===== src/rtl/hazard_scoreboard.sv =====
// Hazard unit for the 5-stage core: forwarding selects, load-use / RAW stalls, branch flushes,
// a sequencer that holds the pipe while a multi-cycle op occupies E, and a saturating stall counter.
module hazard_scoreboard #(
    parameter int REG_ADDR_W = 5,
    parameter int MC_LATENCY = 4,
    parameter bit FWD_EN     = 1'b1,
    parameter int CNT_W      = 16
) (
    input  logic                  clk,
    input  logic                  rst,
    input  logic [REG_ADDR_W-1:0] Rs1D,
    input  logic [REG_ADDR_W-1:0] Rs2D,
    input  logic [REG_ADDR_W-1:0] Rs1E,
    input  logic [REG_ADDR_W-1:0] Rs2E,
    input  logic [REG_ADDR_W-1:0] RdE,
    input  logic                  RegWriteE,
    input  logic                  LoadE,
    input  logic                  MultiCycleE,
    input  logic [1:0]            PCSrcE,
    input  logic [REG_ADDR_W-1:0] RdM,
    input  logic [REG_ADDR_W-1:0] RdW,
    input  logic                  RegWriteM,
    input  logic                  RegWriteW,
    output logic                  StallF,
    output logic                  StallD,
    output logic                  StallE,
    output logic                  FlushD,
    output logic                  FlushE,
    output logic                  FlushM,
    output logic [1:0]            ForwardAE,
    output logic [1:0]            ForwardBE,
    output logic                  McStart,
    output logic                  McBusy,
    output logic                  McDone,
    output logic [CNT_W-1:0]      StallCount
);

    localparam int CW = (MC_LATENCY > 2) ? $clog2(MC_LATENCY) : 1;

    typedef enum logic [1:0] {IDLE, BUSY, DONE} mcState_t;

    mcState_t        state;
    logic [CW-1:0]   cnt;
    logic            mcLaunch;
    logic            busyNow;
    logic            dataStall;

    function automatic logic match(input logic [REG_ADDR_W-1:0] a,
                                   input logic [REG_ADDR_W-1:0] b);
        return (a == b) && (a != '0);
    endfunction

    function automatic logic [1:0] fwdSel(input logic [REG_ADDR_W-1:0] src,
                                          input logic [REG_ADDR_W-1:0] rdM,
                                          input logic                  wrM,
                                          input logic [REG_ADDR_W-1:0] rdW,
                                          input logic                  wrW);
        if (wrM && match(rdM, src))
            return 2'b10;
        else if (wrW && match(rdW, src))
            return 2'b01;
        return 2'b00;
    endfunction

    function automatic logic [CNT_W-1:0] satInc(input logic [CNT_W-1:0] v);
        return (v == '1) ? v : v + CNT_W'(1);
    endfunction

    always_comb begin
        mcLaunch  = (state == IDLE) && MultiCycleE;
        busyNow   = mcLaunch || (state == BUSY);
        dataStall = 1'b0;
        if (FWD_EN)
            dataStall = LoadE && (match(RdE, Rs1D) || match(RdE, Rs2D));
        else
            dataStall = (RegWriteE && (match(RdE, Rs1D) || match(RdE, Rs2D))) ||
                        (RegWriteM && (match(RdM, Rs1D) || match(RdM, Rs2D)));

        StallF    = 1'b0;
        StallD    = 1'b0;
        StallE    = 1'b0;
        FlushD    = 1'b0;
        FlushE    = 1'b0;
        FlushM    = 1'b0;
        ForwardAE = 2'b00;
        ForwardBE = 2'b00;
        McStart   = 1'b0;
        McBusy    = 1'b0;
        McDone    = 1'b0;

        if (rst) begin
            FlushD = 1'b1;
            FlushE = 1'b1;
        end else begin
            if (FWD_EN) begin
                ForwardAE = fwdSel(Rs1E, RdM, RegWriteM, RdW, RegWriteW);
                ForwardBE = fwdSel(Rs2E, RdM, RegWriteM, RdW, RegWriteW);
            end
            // A busy multi-cycle op freezes F/D/E outright; redirects and RAW stalls wait behind it
            if (busyNow) begin
                StallF  = 1'b1;
                StallD  = 1'b1;
                StallE  = 1'b1;
                FlushM  = 1'b1;
                McStart = mcLaunch;
                McBusy  = 1'b1;
            end else begin
                McDone = (state == DONE);
                if (PCSrcE != 2'b00) begin
                    FlushD = 1'b1;
                    FlushE = 1'b1;
                end else if (dataStall) begin
                    StallF = 1'b1;
                    StallD = 1'b1;
                    FlushE = 1'b1;
                end
            end
        end
    end

    always_ff @(posedge clk) begin
        if (rst) begin
            state      <= IDLE;
            cnt        <= '0;
            StallCount <= '0;
        end else begin
            if (StallF)
                StallCount <= satInc(StallCount);
            case (state)
                IDLE: if (MultiCycleE) begin
                    cnt   <= CW'(MC_LATENCY - 2);
                    state <= (MC_LATENCY == 2) ? DONE : BUSY;
                end
                BUSY: begin
                    cnt <= cnt - CW'(1);
                    if (cnt == CW'(1))
                        state <= DONE;
                end
                DONE:    state <= IDLE;
                default: state <= IDLE;
            endcase
        end
    end

endmodule


===== config.mk =====
export PLATFORM = sky130hd
export DESIGN_NAME = hazard_scoreboard
export DESIGN_NICKNAME = d
export VERILOG_FILES = /design/src/rtl/hazard_scoreboard.sv
export SDC_FILE = /design/constraint.sdc
export NUM_CORES = 1
export LEC_CHECK = 0
export ABC_AREA = 1
export ABC_CLOCK_PERIOD_IN_PS = 2200
export CAP_MARGIN = 20
export CORE_ASPECT_RATIO = 2
export CORE_MARGIN = 4
export CORE_UTILIZATION = 30
export DETAILED_ROUTE_END_ITERATION = 7
export PLACE_DENSITY_LB_ADDON = 0.05
export SLEW_MARGIN = 0
export SYNTH_ARGS = -nofsm -noshare
export SYNTH_HDL_FRONTEND = slang
export SYNTH_SLANG_ARGS = --single-unit

===== constraint.sdc =====
create_clock -name clk -period 2.2 [get_ports clk]
set_input_delay 0.44 -clock clk [delete_from_list [all_inputs] [get_ports clk]]
set_output_delay 0.44 -clock clk [all_outputs]
set_load 0.01 [all_outputs]

==> run_results.csv, run 1 <==
group,metric,value,unit
floorplan,die_height,116.8,um
logic_synthesis,synth-main-ff-cell,"dfxtp_1",
cells_and_area,regArea,400.4,um^2
logic_synthesis,synth_area_leaders,"dfxtp_1, nand2_1, inv_1",
setup_path,crit_type,"primary input to output pin",
clocking,cts.sinks,20,
floorplan,die_w,62.42,um
floorplan,core_area,5709,um^2
global_routing,gr-usage-met3,0.02483,
route,routed_wl,5704,um
logic_synthesis,ys_seq_area_frac,0.2254,
place,dp_hpwl,4700,um
logic_synthesis,synth-edff-count,0,
power,cellPowerDensity,410.4,nW/um^2
logic_synthesis,synthMuxAreaShare,0,
sta,hold_viol,0,
route,viasPerCell,4.860,
power,finalPower,1.170,mW
worst_hold_path,hold_path.class,"flop to flop",
logic_synthesis,async_reset_ff_frac,0,
power,p_leak,1.355,nW
sta,grt_setup_unrepaired,"true",
logic_synthesis,synth_top_family_by_area,"simple AND/OR/NAND/NOR gates",
logic_synthesis,synth_xor_xnor_area_share,0.1085,
clocking,clkTransAtPathRegs,0.06,ns
cells_and_area,syn2layout_area_growth,60.42,%
setup_path,startpoint,"Rs2E[4]",
global_routing,grt_pass1_wl,9114,um
route,wl_per_cell,12.85,um
sta,hold_slack,0.4563,ns
place,io_buffers,71,
sta,finalCritPeriodShare,0.9573,
route,drcViolationCount,0,
logic_synthesis,syn_area_per_cell,6.212,um^2
setup_path,cp-end-kind,"output pin",
setup_path,crit_required,1.76,ns
clocking,clk_path_buf_depth,2,
global_routing,grt_usage,0.1562,
route,via_count,2158,
worst_hold_path,hp-start,"cnt[0]$_SDFFE_PP0P_",
floorplan,die_area,7292,um^2
cells_and_area,finalNetCount,430,
clocking,clock-root-buffer,"clkbuf_16",
global_routing,grt_use_met2,0.3255,
sta,setup_viol,0,
setup_path,r2r_end,"StallCount[10]$_SDFFE_PP0P_",
setup_path,rr_startpoint,"StallCount[1]$_SDFFE_PP0P_",
place,place.gp.congestion,0.9019,
setup_path,rr_worst_depth,9,
logic_synthesis,synthSimpleGateAreaFrac,0.3768,
worst_hold_path,hold_end,"cnt[0]$_SDFFE_PP0P_",
route,drt_iter0_markers,92,
sta,tightest_slew,0.3446,ns
route,first_pass_iters,5,
job,max_cap_viol_count,0,
logic_synthesis,synthCells,286,
logic_synthesis,synth_compound_area_frac,0.1345,
logic_synthesis,ys_types,30,
setup_path,ff2ff_setup_slack,0.39,ns
logic_synthesis,yosys_warnings,0,
status,status,"completed",
sta,slew_violations,0,
floorplan,num_io_pins,73,
sta,slew_headroom,0.7694,
sta,period_needed,2.106,ns
setup_path,cpPeakStageDelay,0.53,ns
logic_synthesis,synth_most_common_cell,"nand2_1",
floorplan,start_util,0.3112,
logic_synthesis,synth_top_area_share,0.2254,
clocking,cts_buffers,3,
global_routing,grt_overflow,0,
cells_and_area,fillers,601,
cells_and_area,multiInputGateArea,1195,um^2
setup_path,critPathMaxFanout,3,
cells_and_area,antennaDiodeCount,0,
global_routing,antenna_found_initial,0,
logic_synthesis,netlist_area,1777,um^2
setup_path,cpMaxStageDelayCell,"clkdlybuf4s50_1",
logic_synthesis,yosys_register_bits,20,
sta,setup_tns,0,ns
setup_path,arrival,1.67,ns
logic_synthesis,synthTopCellsByCount,"nand2_1, inv_1, nor2_1, dfxtp_1, nand4_1",
sta,fmax,474.8,MHz
global_routing,gr-usage-met1,0.1361,
logic_synthesis,syn-num-nets,332,
global_routing,grt_pass1_vias,2124,
global_routing,top_usage_layer,"met2",
route,final_antenna_net_count,0,
setup_path,start_kind,"primary input",
clocking,cts_tree,"done",
clocking,htree_levels,1,
logic_synthesis,synth-adder-area-share,0.01408,
power,irDropWorstVdd,0.4755,mV
floorplan,rows,39,
logic_synthesis,yosys.area.top_type,"dfxtp_1",
setup_path,crit_chain,"clkdlybuf4s50_1 > xnor2_1 > o211a_1 > and3_1 > inv_1 > nor2_1 > buf_2",
global_routing,grt_max_degree,18,
worst_hold_path,hold-path-cell-count,1,
clocking,insertion_delay,0.26,ns
cells_and_area,layout-drive-gt1-share,0.2115,
sta,skew,0.002327,ns
## repair_timing
| action | in CTS | in global routing |
|---|---|---|
| setup buffers | 1 | 0 |
| endpoints found under the hold margin | 0 | 0 |
| hold buffers | 0 | 0 |
| setup endpoints to repair | 13 | 8 |
| pin swaps | 14 | 11 |
| resized for setup | 60 | 25 |
## kinds of logic (layout without fill, tap and decap cells)
group / after synthesis / after routing
flip-flops: 20 / 20
AND/OR/NAND/NOR: 148 / 148
AO/OA/AOI/OAI: 36 / 36
adder cells (fa/ha/maj): 2 / 2
buffers and inverters: 58 / 155
XOR/XNOR: 22 / 22
## worst max-delay path, delay by kind of cell
family | cells | cell delay, ns
AOI/OAI and AO/OA | 1 | 0.15
xor gates and xnor gates | 1 | 0.13
buffers and inverters | 3 | 0.70
and+or+nand+nor | 2 | 0.25
## metrics by stage
stage	util	cell area, um^2	instances	worst slack (ns)
5_1_grt	0.4992	2850	444	-0.009483
6_report	0.4992	2850	444	0.09395
3_3_place_gp	0.4769	2723	439	-0.5162
3_5_place_dp	0.4769	2723	439	-0.5310
2_1_floorplan	-	1777	286	0.2269
4_1_cts	0.4916	2806	444	-0.01834
## sequential cells by signal (all words and copies together), names as in the netlist
register / count
StallCount: 16
cnt: 2
state: 2
## layout by cell type, fill, tap and decap left out, drive strengths merged, types with 8 or more instances in the layout
master         instances
a21oi                 17
buf                   36
clkdlybuf4s50         30
dfxtp                 20
dlygate4sd2           25
dlymetal6s2s           9
inv                   49
nand2                 69
nand3                 13
nand4                 18
nor2                  38
o21ai                  8
xnor2                  9
xor2                  13
## metal layers
| metal | part of all wire | wire length (um) |
|---|---|---|
| met5 | 0 | 0 |
| met4 | 0.034 | 195 |
| met3 | 0.052 | 299 |
| met2 | 0.57 | 3273 |
| met1 | 0.34 | 1935 |
## power breakdown
part	internal [mW]	switching (mW)	leakage, nW
clock network	0.278	0.145	0.0442
logic	0.180	0.186	1.15
registers	0.374	0.00697	0.162
total	0.832	0.338	1.36
## layout make-up
class | instances | area share
tap | 61 | 0.02678
clock buffer | 4 | 0.03117
multi-input combinational | 208 | 0.4192
sequential | 20 | 0.1405
timing repair buffer | 102 | 0.3178
inverter | 49 | 0.06453
## worst max-delay path by stage
stage / end / slack (ns) / cells past startpoint
after floorplan: StallF / 0.23 / 7
after global placement: StallD / -0.52 / 8
after detailed placement: StallD / -0.53 / 10
after CTS: StallD / -0.02 / 10
after global routing: ForwardBE[0] / -0.009 / 8
final: ForwardBE[1] / 0.09 / 7
Power figures use the tool's default switching activity.
==> run 2: changes to the inputs <==
CTS_BUF_LIST = sky130_fd_sc_hd__clkbuf_16   (was unset)
==> run 2 against run 1 <==
  * Clock power decreased by 8.5%
  * Total power down 3.1%
  * Worst setup slack about the same
  * Largest cell class unchanged
  * Critical endpoint unchanged
  * First-iteration DRC count decreased by 2.2%
  * Combinational power hardly changed
  * Sequential share of layout area about the same
  * Clock skew is 0.00076 ns higher
  * Cell area fell by 0.35%
  * Global-route usage did not move
  * Via count fell by 0.23%
  * Cell count did not move
==> run_results.csv, run 2 (synthesized netlist as in run 1, its figures left out) <==
group,metric,value,unit
cells_and_area,final_cell_mix,"nand2_1, inv_1, nor2_1",
route,final_antenna_net_count,0,
floorplan,die_w,62.42,um
clocking,clkTransAtPathRegs,0.06,ns
sta,setup_viol,0,
setup_path,cp-end-kind,"output pin",
floorplan,core_area,5709,um^2
global_routing,grt_max_degree,18,
cells_and_area,largestRegisters,"StallCount (16), cnt (2), state (2)",
sta,hold_viol,0,
floorplan,die_height,116.8,um
floorplan,num_io_pins,73,
route,via_count,2153,
clocking,htree_levels,1,
route,drcViolationCount,0,
cells_and_area,layout-drive-gt1-share,0.2089,
cells_and_area,fin_area,2840,um^2
sta,slew_headroom,0.7692,
cells_and_area,largest_register_ffs,16,
global_routing,grt_pass1_wl,9114,um
power,irDropWorstVdd,0.4759,mV
cells_and_area,finalNetCount,430,
worst_hold_path,hold_path.class,"flop to flop",
sta,finalCritPeriodShare,0.9573,
setup_path,crit_required,1.76,ns
place,placed_area,2723,um^2
setup_path,rr_worst_depth,9,
cells_and_area,fillers,603,
global_routing,grt_use_met2,0.3255,
route,wl_per_cell,12.83,um
sta,tightest_slew,0.3450,ns
sta,hold_slack,0.4563,ns
global_routing,grt_overflow,0,
cells_and_area,final_common_cell,"nand2_1",
clocking,cts_buffers,3,
cells_and_area,regArea,400.4,um^2
route,drt_iter0_markers,90,
clocking,clock-root-buffer,"clkbuf_16",
status,status,"completed",
global_routing,grt_usage,0.1562,
cells_and_area,regMostFlops,"StallCount",
floorplan,die_area,7292,um^2
clocking,cts.sinks,20,
worst_hold_path,hold-path-cell-count,1,
global_routing,top_usage_layer,"met2",
place,dp_hpwl,4700,um
sta,fmax,474.8,MHz
floorplan,start_util,0.3112,
power,cellPowerDensity,399.2,nW/um^2
job,max_cap_viol_count,0,
route,first_pass_iters,4,
sta,slew_violations,0,
global_routing,antenna_found_initial,0,
floorplan,rows,39,
sta,grt_setup_unrepaired,"true",
setup_path,crit_type,"primary input to output pin",
sta,period_needed,2.106,ns
route,routed_wl,5695,um
global_routing,grt_pass1_vias,2124,
clocking,insertion_delay,0.26,ns
cells_and_area,multiInputGateArea,1195,um^2
setup_path,start_kind,"primary input",
setup_path,critPathMaxFanout,3,
clocking,clk_path_buf_depth,2,
sta,setup_tns,0,ns
sta,skew,0.003089,ns
global_routing,gr-usage-met3,0.02483,
power,p_leak,1.350,nW
place,place.gp.congestion,0.9019,
cells_and_area,final_util,0.4975,
global_routing,gr-usage-met1,0.1361,
setup_path,arrival,1.67,ns
clocking,cts_tree,"done",
cells_and_area,syn2layout_area_growth,59.86,%
cells_and_area,antennaDiodeCount,0,
power,finalPower,1.134,mW
route,viasPerCell,4.849,
place,io_buffers,71,
[run 2: what timing repair did]
action,CTS,global route
setup buffers,1,0
hold buffers,0,0
setup endpoints to repair,13,8
pin swaps,14,11
gates resized for setup,60,25
[run 2: worst max-delay path, cell delays in order]
cell,delay [ns]
clkdlybuf4s50_1,0.53
xnor2_1,0.13
o211a_1,0.15
and3_1,0.17
inv_1,0.04
nor2_1,0.08
buf_2,0.13
[run 2: final timing paths]
| kind | start | endpoint | slack [ns] |
|---|---|---|---|
| worst min-delay path | cnt[0]$_SDFFE_PP0P_ | cnt[0]$_SDFFE_PP0P_ | 0.46 |
| worst min register to register | cnt[0]$_SDFFE_PP0P_ | cnt[0]$_SDFFE_PP0P_ | 0.46 |
| worst max-delay path | Rs2E[4] | ForwardBE[1] | 0.09 |
| worst max register to register | StallCount[1]$_SDFFE_PP0P_ | StallCount[10]$_SDFFE_PP0P_ | 0.39 |
[run 2: area by class of cell]
type | instances | share of cell area
multi-input combinational | 208 | 0.4207
timing repair buffer | 102 | 0.3189
sequential | 20 | 0.1410
inverter | 49 | 0.06476
tap | 61 | 0.02687
clock buffer | 3 | 0.02643
clock inverter | 1 | 0.001322
[run 2: per-stage QoR]
step | instances | setup slack [ns]
final | 444 | 0.09395
after global routing | 444 | -0.009483
after CTS | 444 | -0.01834
after detailed placement | 439 | -0.5310
after global placement | 439 | -0.5162
after floorplan | 286 | 0.2269
[run 2: per-layer routing]
metal,share of wire,up-vias
met4,0.034,0
li1,-,1113
met1,0.34,969
met5,0,-
met3,0.052,12
met2,0.58,59
[run 2: where the power goes]
group / total, mW / switching (mW) / internal (mW)
registers: 0.381 / 0.00697 / 0.374
clock network: 0.387 / 0.144 / 0.243
logic: 0.366 / 0.186 / 0.180
total: 1.13 / 0.337 / 0.797
==> run 3: changes to the inputs <==
CORE_MARGIN = unset   (was 4)
==> run 3 against run 2 <==
  * Count of clock-buffer cells in the layout did not move
  * Critical endpoint is now McDone
  * Maximum frequency fell by 1.3%
  * Sequential share of layout area barely moved
  * Largest power group unchanged
  * Highest routed layer unchanged
==> run_results.csv, run 3 (synthesized netlist as in run 1, its figures left out) <==
group,metric,value,unit
power,share_seq_of_total_power,0.337,
place,place.gp.congestion,0.8269,
power,irDropWorstVdd,0.4109,mV
global_routing,grt_overflow,0,
sta,grt_setup_unrepaired,"false",
cells_and_area,fillers,613,
power,cellPowerDensity,397.4,nW/um^2
setup_path,rr_worst_depth,9,
sta,period_needed,2.133,ns
cells_and_area,final_cell_mix,"nand2_1, inv_1, nor2_1",
route,first_pass_iters,4,
power,internal-power,0.7933,mW
clocking,clk_path_buf_depth,2,
cells_and_area,layout-drive-gt1-share,0.2079,
setup_path,r2r_end,"StallCount[10]$_SDFFE_PP0P_",
floorplan,num_io_pins,73,
power,switching_power,0.3377,mW
worst_hold_path,hold-path-cell-count,1,
cells_and_area,regMostFlops,"StallCount",
route,drcViolationCount,0,
power,clockPowerShare,0.340,
power,switching_share,0.2986,
setup_path,cp-end-kind,"output pin",
clocking,htree_levels,1,
setup_path,arrival,1.69,ns
setup_path,ff2ff_setup_slack,0.31,ns
route,routed_wl,5503,um
setup_path,critPathMaxFanout,11,
power,comb_power_share,0.323,
floorplan,rows,39,
place,dp_hpwl,4464,um
floorplan,start_util,0.3112,
setup_path,cpPeakStageDelay,0.43,ns
setup_path,cpMaxStageDelayCell,"clkdlybuf4s50_1",
worst_hold_path,hold_path.class,"flop to flop",
sta,hold_viol,0,
floorplan,die_area,6252,um^2
power,p_leak,1.378,nW
sta,fin_ws,0.06700,ns
cells_and_area,finalNetCount,428,
route,final_antenna_net_count,0,
setup_path,crit_required,1.76,ns
route,viasPerCell,4.844,
global_routing,grt_pass1_vias,2036,
setup_path,rr_startpoint,"StallCount[1]$_SDFFE_PP0P_",
cells_and_area,final_util,0.4986,
clocking,insertion_delay,0.26,ns
cells_and_area,syn2layout_area_growth,60.21,%
status,status,"completed",
setup_path,startpoint,"rst",
sta,skew,0.002712,ns
sta,slew_violations,0,
route,wl_per_cell,12.48,um
route,drt_iter0_markers,59,
sta,fmax,468.8,MHz
clocking,clock-root-buffer,"clkbuf_16",
setup_path,start_kind,"primary input",
cells_and_area,largest_register_ffs,16,
global_routing,antenna_found_initial,0,
global_routing,grt_max_degree,18,
clocking,cts_buffers,3,
sta,finalCritPeriodShare,0.9695,
setup_path,endpoint,"McDone",
cells_and_area,regArea,400.4,um^2
cells_and_area,final_common_cell,"nand2_1",
floorplan,core_area,5709,um^2
sta,hold_slack,0.4548,ns
cells_and_area,multiInputGateArea,1202,um^2
route,via_count,2136,
cells_and_area,antennaDiodeCount,0,
floorplan,die_height,110.8,um
sta,setup_viol,0,
clocking,clkTransAtPathRegs,0.06,ns
global_routing,grt_usage,0.1804,
setup_path,crit_type,"primary input to output pin",
place,detailedPlace.worstSlack,-0.5565,ns
place,io_buffers,71,
floorplan,die_w,56.42,um
setup_path,crit_chain,"clkdlybuf4s50_1 > buf_4 > buf_6 > nor3_1 > dlygate4sd2_1",
job,max_cap_viol_count,0,
sta,slew_headroom,0.7512,
clocking,cts.sinks,20,
cells_and_area,largestRegisters,"StallCount (16), cnt (2), state (2)",
sta,tightest_slew,0.3718,ns
global_routing,grt_pass1_wl,8811,um
clocking,cts_tree,"done",
-- run 3: what timing repair did --
item / 4_1_cts / 5_1_grt
setup buffers: 1 / 0
pin swaps: 8 / 15
gates resized for setup: 58 / 30
hold buffers: 0 / 0
endpoints found under the setup margin: 13 / 12
-- run 3: how the worst min path moves through the flow --
stage | from | slack, ns | end
global route | cnt[0]$_SDFFE_PP0P_ | 0.49 | cnt[0]$_SDFFE_PP0P_
detailed placement | cnt[0]$_SDFFE_PP0P_ | 0.45 | cnt[0]$_SDFFE_PP0P_
CTS | cnt[0]$_SDFFE_PP0P_ | 0.46 | cnt[0]$_SDFFE_PP0P_
global placement | cnt[0]$_SDFFE_PP0P_ | 0.45 | cnt[0]$_SDFFE_PP0P_
finish | cnt[0]$_SDFFE_PP0P_ | 0.45 | cnt[0]$_SDFFE_PP0P_
floorplan | cnt[0]$_SDFFE_PP0P_ | 0.43 | cnt[0]$_SDFFE_PP0P_
-- run 3: critical path, delay by kind of cell --
| family | cells | cell delay (ns) |
|---|---|---|
| buffers and inverters | 4 | 1.08 |
| AND/OR/NAND/NOR | 1 | 0.16 |
-- run 3: power by group through the flow --
| stage | registers [mW] | logic (mW) | clock network [mW] |
|---|---|---|---|
| CTS | 0.382 | 0.363 | 0.396 |
| global route | 0.383 | 0.403 | 0.408 |
| global placement | 0.389 | 0.371 | 0 |
| finish | 0.381 | 0.366 | 0.384 |
| detailed placement | 0.390 | 0.371 | 0 |
| floorplan | 0.391 | 0.168 | 0 |
-- run 3: per-stage QoR --
stage	total power [mW]	area [um^2]	cells	setup TNS, ns
finish	1.131	2846	441	0
global route	1.194	2846	441	0
CTS	1.141	2779	441	0
detailed placement	0.7606	2708	437	-5.654
global placement	0.7596	2708	437	-5.138
floorplan	0.5589	1777	286	0
-- run 3: cell type report --
class,instances,share of cell area
Multi-Input combinational cell,208,0.4224
Timing Repair Buffer,100,0.3191
Sequential cell,20,0.1407
Inverter,49,0.06462
Tap cell,61,0.02681
Clock buffer,3,0.02637
-- run 3: per-layer routing --
metal | GRT usage | share of wire | wire (um)
met1 | 0.1746 | 0.37 | 2009
met2 | 0.3389 | 0.56 | 3071
met3 | 0.01867 | 0.033 | 183
met4 | 0.1268 | 0.043 | 238
met5 | 0 | 0 | 0
